### config.mk
export PLATFORM = sky130hd
export DESIGN_NAME = cbus_router_flat
export DESIGN_NICKNAME = d
export VERILOG_FILES = /design/src/rtl/cbus_router_if.sv /design/src/rtl/cbus_router.sv /design/src/flat_wrapper.sv
export SDC_FILE = /design/constraint.sdc
export NUM_CORES = 1
export LEC_CHECK = 0
export CAP_MARGIN = 0
export CORE_AREA = 4 4 266 268
export CTS_CLUSTER_DIAMETER = 40
export CTS_CLUSTER_SIZE = 20
export DETAILED_ROUTE_END_ITERATION = 7
export DIE_AREA = 0 0 270 272
export PLACE_DENSITY = 0.39
export SYNTH_ARGS = -nofsm -noshare
export SYNTH_HDL_FRONTEND = slang
export SYNTH_SLANG_ARGS = --single-unit
### constraint.sdc
create_clock -name clk -period 3 [get_ports clk]
set_input_delay 0.9 -clock clk [delete_from_list [all_inputs] [get_ports clk]]
set_output_delay 0.9 -clock clk [all_outputs]
set_load 0.005 [all_outputs]
### src/rtl/cbus_router_if.sv
// cbus_router_if -- CPU-side CBus request/response bundle.
//
// Carries one master request channel and its beat handshake.
//   master modport : drives valid/addr/wdata/burst/len/wstrobe,
//                    receives rdata/ready/last (the CPU side).
//   slave  modport : the mirror view, used by the router.
// Parameters ADDR_W / DATA_W must match the router instance using it.
interface cbus_router_if #(
    parameter int ADDR_W = 64,
    parameter int DATA_W = 64
);
    logic                valid;
    logic [ADDR_W-1:0]   addr;
    logic [DATA_W-1:0]   wdata;
    logic [1:0]          burst;
    logic [7:0]          len;
    logic [DATA_W/8-1:0] wstrobe;
    logic [DATA_W-1:0]   rdata;
    logic                ready;
    logic                last;

    modport master (
        output valid, addr, wdata, burst, len, wstrobe,
        input  rdata, ready, last
    );

    modport slave (
        input  valid, addr, wdata, burst, len, wstrobe,
        output rdata, ready, last
    );
endinterface

### src/rtl/cbus_router.sv
// cbus_router -- parametrised N-target CBus interconnect.
//
// Decodes each master request against per-target base/mask regions
// (lowest index wins on overlap), locks the route for the whole burst and
// terminates unmapped or illegal requests locally with an error response.
//
// Ports:
//   clk, rst_n          clock, asynchronous active-low reset
//   m (slave modport)   CPU-side request/response bundle
//   t_valid             one-hot target request
//   t_addr/t_burst/t_len  broadcast from the latched request
//   t_wdata/t_wstrobe   live master write data while routing
//   t_rdata/t_ready/t_last  packed per-target responses
//   dec_err             one-cycle pulse on the first error cycle
//   err_addr            address of the most recent error
//
// Optional feature macro: CBUS_ROUTER_PERF_EN
//   adds perf_cnt (per-target completed transactions, 32 bits each) and
//   perf_err (error entries); both saturate at 0xFFFFFFFF.
module cbus_router #(
    parameter int                            NUM_TARGETS = 4,
    parameter int                            ADDR_W      = 64,
    parameter int                            DATA_W      = 64,
    parameter logic [NUM_TARGETS*ADDR_W-1:0] TGT_BASE    = '0,
    parameter logic [NUM_TARGETS*ADDR_W-1:0] TGT_MASK    = '0,
    parameter logic [NUM_TARGETS-1:0]        TGT_SINGLE  = '0
) (
    input  logic                          clk,
    input  logic                          rst_n,
    cbus_router_if.slave                  m,
    output logic [NUM_TARGETS-1:0]        t_valid,
    output logic [ADDR_W-1:0]             t_addr,
    output logic [DATA_W-1:0]             t_wdata,
    output logic [1:0]                    t_burst,
    output logic [7:0]                    t_len,
    output logic [DATA_W/8-1:0]           t_wstrobe,
    input  logic [NUM_TARGETS*DATA_W-1:0] t_rdata,
    input  logic [NUM_TARGETS-1:0]        t_ready,
    input  logic [NUM_TARGETS-1:0]        t_last,
    output logic                          dec_err,
    output logic [ADDR_W-1:0]             err_addr
`ifdef CBUS_ROUTER_PERF_EN
    ,
    output logic [NUM_TARGETS*32-1:0]     perf_cnt,
    output logic [31:0]                   perf_err
`endif
);

    localparam int SEL_W = (NUM_TARGETS > 1) ? $clog2(NUM_TARGETS) : 1;

    typedef enum logic [1:0] {
        IDLE  = 2'd0,
        ROUTE = 2'd1,
        ERR   = 2'd2
    } state_t;

    state_t              state_q;
    state_t              state_d;
    logic [SEL_W-1:0]    sel_q;
    logic [7:0]          beat_cnt_q;
    logic [ADDR_W-1:0]   addr_q;
    logic [DATA_W-1:0]   wdata_q;
    logic [1:0]          burst_q;
    logic [7:0]          len_q;
    logic [DATA_W/8-1:0] wstrobe_q;

    logic                hit;
    logic [SEL_W-1:0]    hit_idx;
    logic                decode_ok;

    // Region decode on the live master address. Scanning from the highest
    // index down lets the lowest matching index overwrite, so it wins.
    // A single-beat-only target hit with len != 0 is treated as an error.
    always_comb begin
        hit     = 1'b0;
        hit_idx = '0;
        for (int i = NUM_TARGETS - 1; i >= 0; i--) begin
            if ((m.addr & TGT_MASK[i*ADDR_W +: ADDR_W]) == TGT_BASE[i*ADDR_W +: ADDR_W]) begin
                hit     = 1'b1;
                hit_idx = SEL_W'(i);
            end
        end
        decode_ok = hit && !(TGT_SINGLE[hit_idx] && (m.len != 8'd0));
    end

    // Next-state logic. An abort (valid dropping) or a final beat ends a
    // routed burst; an error burst ends once len+1 beats have been given.
    always_comb begin
        state_d = state_q;
        case (state_q)
            IDLE: begin
                if (m.valid) begin
                    state_d = decode_ok ? ROUTE : ERR;
                end
            end
            ROUTE: begin
                if (!m.valid || (m.ready && m.last)) begin
                    state_d = IDLE;
                end
            end
            ERR: begin
                if (beat_cnt_q == len_q) begin
                    state_d = IDLE;
                end
            end
            default: state_d = IDLE;
        endcase
    end

    // Response and target-request muxing. Only the locked target ever sees
    // valid, and the master sees only that target's handshake. Ready/last
    // are qualified by master valid so an aborting cycle is not a beat.
    always_comb begin
        t_valid = '0;
        m.ready = 1'b0;
        m.last  = 1'b0;
        m.rdata = '0;
        case (state_q)
            ROUTE: begin
                t_valid[sel_q] = m.valid;
                m.ready        = m.valid & t_ready[sel_q];
                m.last         = m.valid & t_last[sel_q];
                m.rdata        = t_rdata[int'(sel_q)*DATA_W +: DATA_W];
            end
            ERR: begin
                m.ready = 1'b1;
                m.last  = (beat_cnt_q == len_q);
            end
            default: ;
        endcase
    end

    // Broadcast fields come from the latched request so a master address
    // change mid-burst cannot redirect the target. Write data and strobes
    // change per beat, so they follow the master live while routing.
    assign t_addr    = addr_q;
    assign t_burst   = burst_q;
    assign t_len     = len_q;
    assign t_wdata   = (state_q == ROUTE) ? m.wdata   : wdata_q;
    assign t_wstrobe = (state_q == ROUTE) ? m.wstrobe : wstrobe_q;

    // State, request latch, beat counter and error reporting. The request is
    // captured on the IDLE decode cycle; beat_cnt is cleared whenever the
    // next state is IDLE and otherwise counts beats without wrapping.
    always_ff @(posedge clk or negedge rst_n) begin
        if (!rst_n) begin
            state_q    <= IDLE;
            sel_q      <= '0;
            beat_cnt_q <= '0;
            addr_q     <= '0;
            wdata_q    <= '0;
            burst_q    <= '0;
            len_q      <= '0;
            wstrobe_q  <= '0;
            err_addr   <= '0;
            dec_err    <= 1'b0;
        end else begin
            state_q <= state_d;
            dec_err <= 1'b0;
            if (state_d == IDLE) begin
                beat_cnt_q <= '0;
            end else if (m.ready && (beat_cnt_q != 8'hFF)) begin
                beat_cnt_q <= beat_cnt_q + 8'd1;
            end
            if ((state_q == IDLE) && m.valid) begin
                addr_q    <= m.addr;
                wdata_q   <= m.wdata;
                burst_q   <= m.burst;
                len_q     <= m.len;
                wstrobe_q <= m.wstrobe;
                sel_q     <= hit_idx;
                if (!decode_ok) begin
                    err_addr <= m.addr;
                    dec_err  <= 1'b1;
                end
            end
        end
    end

`ifdef CBUS_ROUTER_PERF_EN
    // Saturating performance counters: completed routed transactions per
    // target, and the number of error-transaction entries.
    always_ff @(posedge clk or negedge rst_n) begin
        if (!rst_n) begin
            perf_cnt <= '0;
            perf_err <= '0;
        end else begin
            if ((state_q == ROUTE) && m.ready && m.last &&
                (perf_cnt[int'(sel_q)*32 +: 32] != 32'hFFFF_FFFF)) begin
                perf_cnt[int'(sel_q)*32 +: 32] <= perf_cnt[int'(sel_q)*32 +: 32] + 32'd1;
            end
            if ((state_q == IDLE) && m.valid && !decode_ok &&
                (perf_err != 32'hFFFF_FFFF)) begin
                perf_err <= perf_err + 32'd1;
            end
        end
    end
`endif

endmodule

### src/flat_wrapper.sv
// flat-port wrapper written by rule: the top's interface ports become plain ports
module cbus_router_flat 
#(
    parameter int                            NUM_TARGETS = 4,
    parameter int                            ADDR_W      = 64,
    parameter int                            DATA_W      = 64,
    parameter logic [NUM_TARGETS*ADDR_W-1:0] TGT_BASE    = '0,
    parameter logic [NUM_TARGETS*ADDR_W-1:0] TGT_MASK    = '0,
    parameter logic [NUM_TARGETS-1:0]        TGT_SINGLE  = '0
)
  (clk, rst_n, t_valid, t_addr, t_wdata, t_burst, t_len, t_wstrobe, t_rdata, t_ready, t_last, dec_err, err_addr, m_valid, m_addr, m_wdata, m_burst, m_len, m_wstrobe, m_rdata, m_ready, m_last);
  cbus_router_if #(.ADDR_W(ADDR_W), .DATA_W(DATA_W)) m_i ();
  input  logic clk;
  input  logic rst_n;
  output logic [NUM_TARGETS-1:0] t_valid;
  output logic [ADDR_W-1:0] t_addr;
  output logic [DATA_W-1:0] t_wdata;
  output logic [1:0] t_burst;
  output logic [7:0] t_len;
  output logic [DATA_W/8-1:0] t_wstrobe;
  input  logic [NUM_TARGETS*DATA_W-1:0] t_rdata;
  input  logic [NUM_TARGETS-1:0] t_ready;
  input  logic [NUM_TARGETS-1:0] t_last;
  output logic dec_err;
  output logic [ADDR_W-1:0] err_addr;
  input wire logic [$bits(m_i.valid)-1:0] m_valid;
  input wire logic [$bits(m_i.addr)-1:0] m_addr;
  input wire logic [$bits(m_i.wdata)-1:0] m_wdata;
  input wire logic [$bits(m_i.burst)-1:0] m_burst;
  input wire logic [$bits(m_i.len)-1:0] m_len;
  input wire logic [$bits(m_i.wstrobe)-1:0] m_wstrobe;
  output wire logic [$bits(m_i.rdata)-1:0] m_rdata;
  output wire logic [$bits(m_i.ready)-1:0] m_ready;
  output wire logic [$bits(m_i.last)-1:0] m_last;
  assign m_i.valid = m_valid;
  assign m_i.addr = m_addr;
  assign m_i.wdata = m_wdata;
  assign m_i.burst = m_burst;
  assign m_i.len = m_len;
  assign m_i.wstrobe = m_wstrobe;
  assign m_rdata = m_i.rdata;
  assign m_ready = m_i.ready;
  assign m_last = m_i.last;
  cbus_router #(.NUM_TARGETS(NUM_TARGETS), .ADDR_W(ADDR_W), .DATA_W(DATA_W), .TGT_BASE(TGT_BASE), .TGT_MASK(TGT_MASK), .TGT_SINGLE(TGT_SINGLE)) u_core (.clk(clk), .rst_n(rst_n), .m(m_i), .t_valid(t_valid), .t_addr(t_addr), .t_wdata(t_wdata), .t_burst(t_burst), .t_len(t_len), .t_wstrobe(t_wstrobe), .t_rdata(t_rdata), .t_ready(t_ready), .t_last(t_last), .dec_err(dec_err), .err_addr(err_addr));
endmodule
==> flow_metrics.tcl <==
set metrics [dict create \
    cp-end-kind "output pin" \
    antenna_found_initial 8 \
    cts_inserted_buffers 17 \
    fin_skew_ns 0.02352 \
    crit_path_max_incr_delay_ns 0.42 \
    async_flop_share 1.000 \
    startpoint_type "input pin" \
    detail_route.wl_per_cell_um 16.07 \
    syn-instance-count 614 \
    fmax_mhz 338.4 \
    yosys.area.top_type "dfrtp_1" \
    synth_seq_cells 156 \
    finalHoldViolCount 0 \
    grt_overflow 0 \
    crit_family "buffers and inverters" \
    cp_slowest_cell "clkdlybuf4s50_1" \
    cp-startpoint "m_valid" \
    clk_pin_slew_ns 0.07 \
    critical_path_arrival_ns 2.06 \
    grt_pass1_wl_mm 46.56 \
    place_area_mm2 0.01327 \
    relSlewSlack 0.5745 \
    p_leak_nw 6.948 \
    grtUsageTotal 0.08566 \
    syn_avg_cell_area_um2 12.99 \
    viasPerCell 3.236 \
    postCtsHoldBufs 0 \
    core_mm2 0.06835 \
    clock_sinks 156 \
    grt_pass1_vias 6972 \
    dieArea_mm2 0.07344 \
    clockRootBuffer "clkbuf_16" \
    fin_crit_sh 0.9850 \
    dp_cells 1916 \
    critPathBufInv 4 \
    cts_tree "yes" \
    start_util 0.1167 \
    setup_viol 0 \
    cp.required_ns 2.10 \
    maxSlewViolCount 0 \
    ant_nets 0 \
    peakVddDrop_mv 0.4289 \
    dr.pass1.iters 4 \
    area_delta_synth_final_pct 79.16 \
    seq_area_frac_synth 0.4893 \
    timing.rr.start "u_core.state_q[1]" \
    synth_edf_count 0 \
    hp-class "input pin to asynchronous set/reset pin" \
    grt_setup_unrepaired "true" \
    insertion_delay_ns 0.48 \
    powerDensity_mw_per_mm2 332.2 \
    yosys_warnings 0 \
    fin_crit_ns 2.955 \
    rows 96 \
    numPortBuffers 427 \
    mappedNetlistArea_mm2 0.007979 \
    diodes 0 \
    drive_gt1_frac 0.3587 \
    clock_path_buffers 2 \
    whs_ns 0.4166 \
    ioPinCount 694 \
    ys_types 34 \
    drc 0 \
    setup_tns_ns 0 \
    grt_max_degree 71 \
    fin_cells 1986 \
    fp.dieH_um 272 \
    cts-htree-levels 4 \
    synth_ff_type "dfrtp_1" \
    num-fill-cells 7412 \
    synth_top_cell_area_share 0.4893 \
    gp_congestion 0.8068 \
    die_w_um 270 \
    crit_type "input pin to output pin" \
    num_vias 6427 \
    dp_hpwl_mm 23.51 \
    tightest_slew_ns 0.6382 \
    drv_cap 0 \
    fin_nets 1509 \
    cp_cell_sequence "clkdlybuf4s50_1 -> buf_4 -> a31o_4 -> nand2_4 -> inv_1 -> clkdlybuf4s15_2" \
    stdcell_area_mm2 0.01430 \
    drt_iter0_drc 113 \
    routed_wl_mm 31.92 \
    finalPower_mw 4.749 \
    cp_max_fo 4 \
    ys_top_cells_by_area "dfrtp_1 49%, mux2_2 31%, buf_4 6.4%, and2_1 5.2%, buf_2 1.3%" \
    status "finished, final reports clean" \
]
## layout by cell type (no fill, tap or decap), types with 6 or more instances in the layout
master / n
clkdlybuf4s50_1: 287
mux2_2: 185
dfrtp_1: 154
conb_1: 68
and2_1: 63
dlygate4sd2_1: 51
buf_4: 36
mux2_4: 33
buf_6: 32
buf_2: 20
clkbuf_16: 17
clkbuf_2: 17
clkdlybuf4s15_1: 14
buf_12: 11
dlymetal6s2s_1: 10
xnor2_1: 7
inv_1: 6
nand2_1: 6
buf_8: 6
## cells by family (layout without fill, tap and decap cells)
logic type	count (synthesis)	in the layout	synth area share
AOI/OAI and AO/OA	26	26	0.02635
DFF	156	156	0.4893
adders and majority gates	5	5	0.007841
muxes	221	221	0.3114
xor gates and xnor gates	8	8	0.008782
buffers and inverters	107	530	0.08562
other	1	68	0.0004700
and+or+nand+nor	90	90	0.07025
## cell type report
cell class                      instances  area, um2  area share
Clock inverter                         15      152.6     0.01068
Inverter                                7      26.28    0.001838
Multi-Input combinational cell        418       3810      0.2665
Sequential cell                       156       3906      0.2733
Clock buffer                           17      425.4     0.02976
Timing Repair Buffer                  491       4871      0.3407
Tap cell                              882       1104     0.07720
## registers in the layout, indices dropped and copies added, names as in the netlist
register	flops
u_core.t_addr	64
u_core.state_q	2
u_core.wdata_q	64
u_core.wstrobe_q	8
u_core.beat_cnt_q	8
u_core.t_len	8
u_core.t_burst	2
## power by group
group	leakage, nW	switching, mW	internal (mW)
Clock	0.283	1.10	1.17
Combinational	4.51	0.122	0.254
Sequential	2.15	0	2.10
Total	6.95	1.22	3.53
## metrics by stage
| stage | setup WS (ns) | utilization |
|---|---|---|
| after CTS | -0.1824 | 0.2088 |
| after global routing | -0.06352 | 0.2092 |
| final | 0.04486 | 0.2092 |
| after floorplan | 0.5040 | - |
| after global placement | -0.3111 | 0.1941 |
| after detailed placement | -0.3077 | 0.1941 |
## layer usage
metal  track usage  wire length (um)
met5             0                80
met4       0.02724               496
met3       0.05092              3672
met2        0.1468             15820
met1       0.08761             11850
## synth_stat cells (2+ instances only)
cell type and count:
a211oi_1 5, a21o_1 2, a221oi_1 2, a221oi_2 2
and2_1 66, buf_2 21, buf_4 68, clkbuf_1 11
dfrtp_1 156, ha_1 5, inv_1 7, mux2_2 218
mux2i_1 3, nand2_1 8, nand4_1 5, nor3_1 2
o21ai_0 5, o31ai_1 4, or4_1 2, xnor2_1 8
## worst reg2reg max path, cell delays in order, from the launching register on
cell and delay [ns]:
dfrtp_1 0.39, inv_2 0.08, ha_4 0.19, buf_8 0.15, buf_16 0.14, a31o_4 0.18, buf_4 0.12, nand3_4 0.08
or4_4 0.50, a221oi_2 0.24
## worst paths after layout
check / endpoint / slack [ns] / cells after the start
worst max-delay path: m_ready / 0.04 / 6
worst min-delay path: u_core.t_addr[26] / 0.42 / 1
worst max register to register: u_core.beat_cnt_q[4] / 0.84 / 9
worst min register to register: u_core.wstrobe_q[5] / 0.50 / 1
max in group asynchronous: u_core.t_addr[4] / 1.87 / 2
min in group clk: u_core.wstrobe_q[5] / 0.50 / 1
## repair_timing
| action | 4_1_cts | 5_1_grt |
|---|---|---|
| gates cloned | 5 | 0 |
| endpoints found under the setup margin | 134 | 59 |
| pin swaps | 1 | 3 |
| gates resized for setup | 339 | 85 |
| setup buffers | 29 | 10 |
Note: power is estimated with default switching activity, not from simulation.
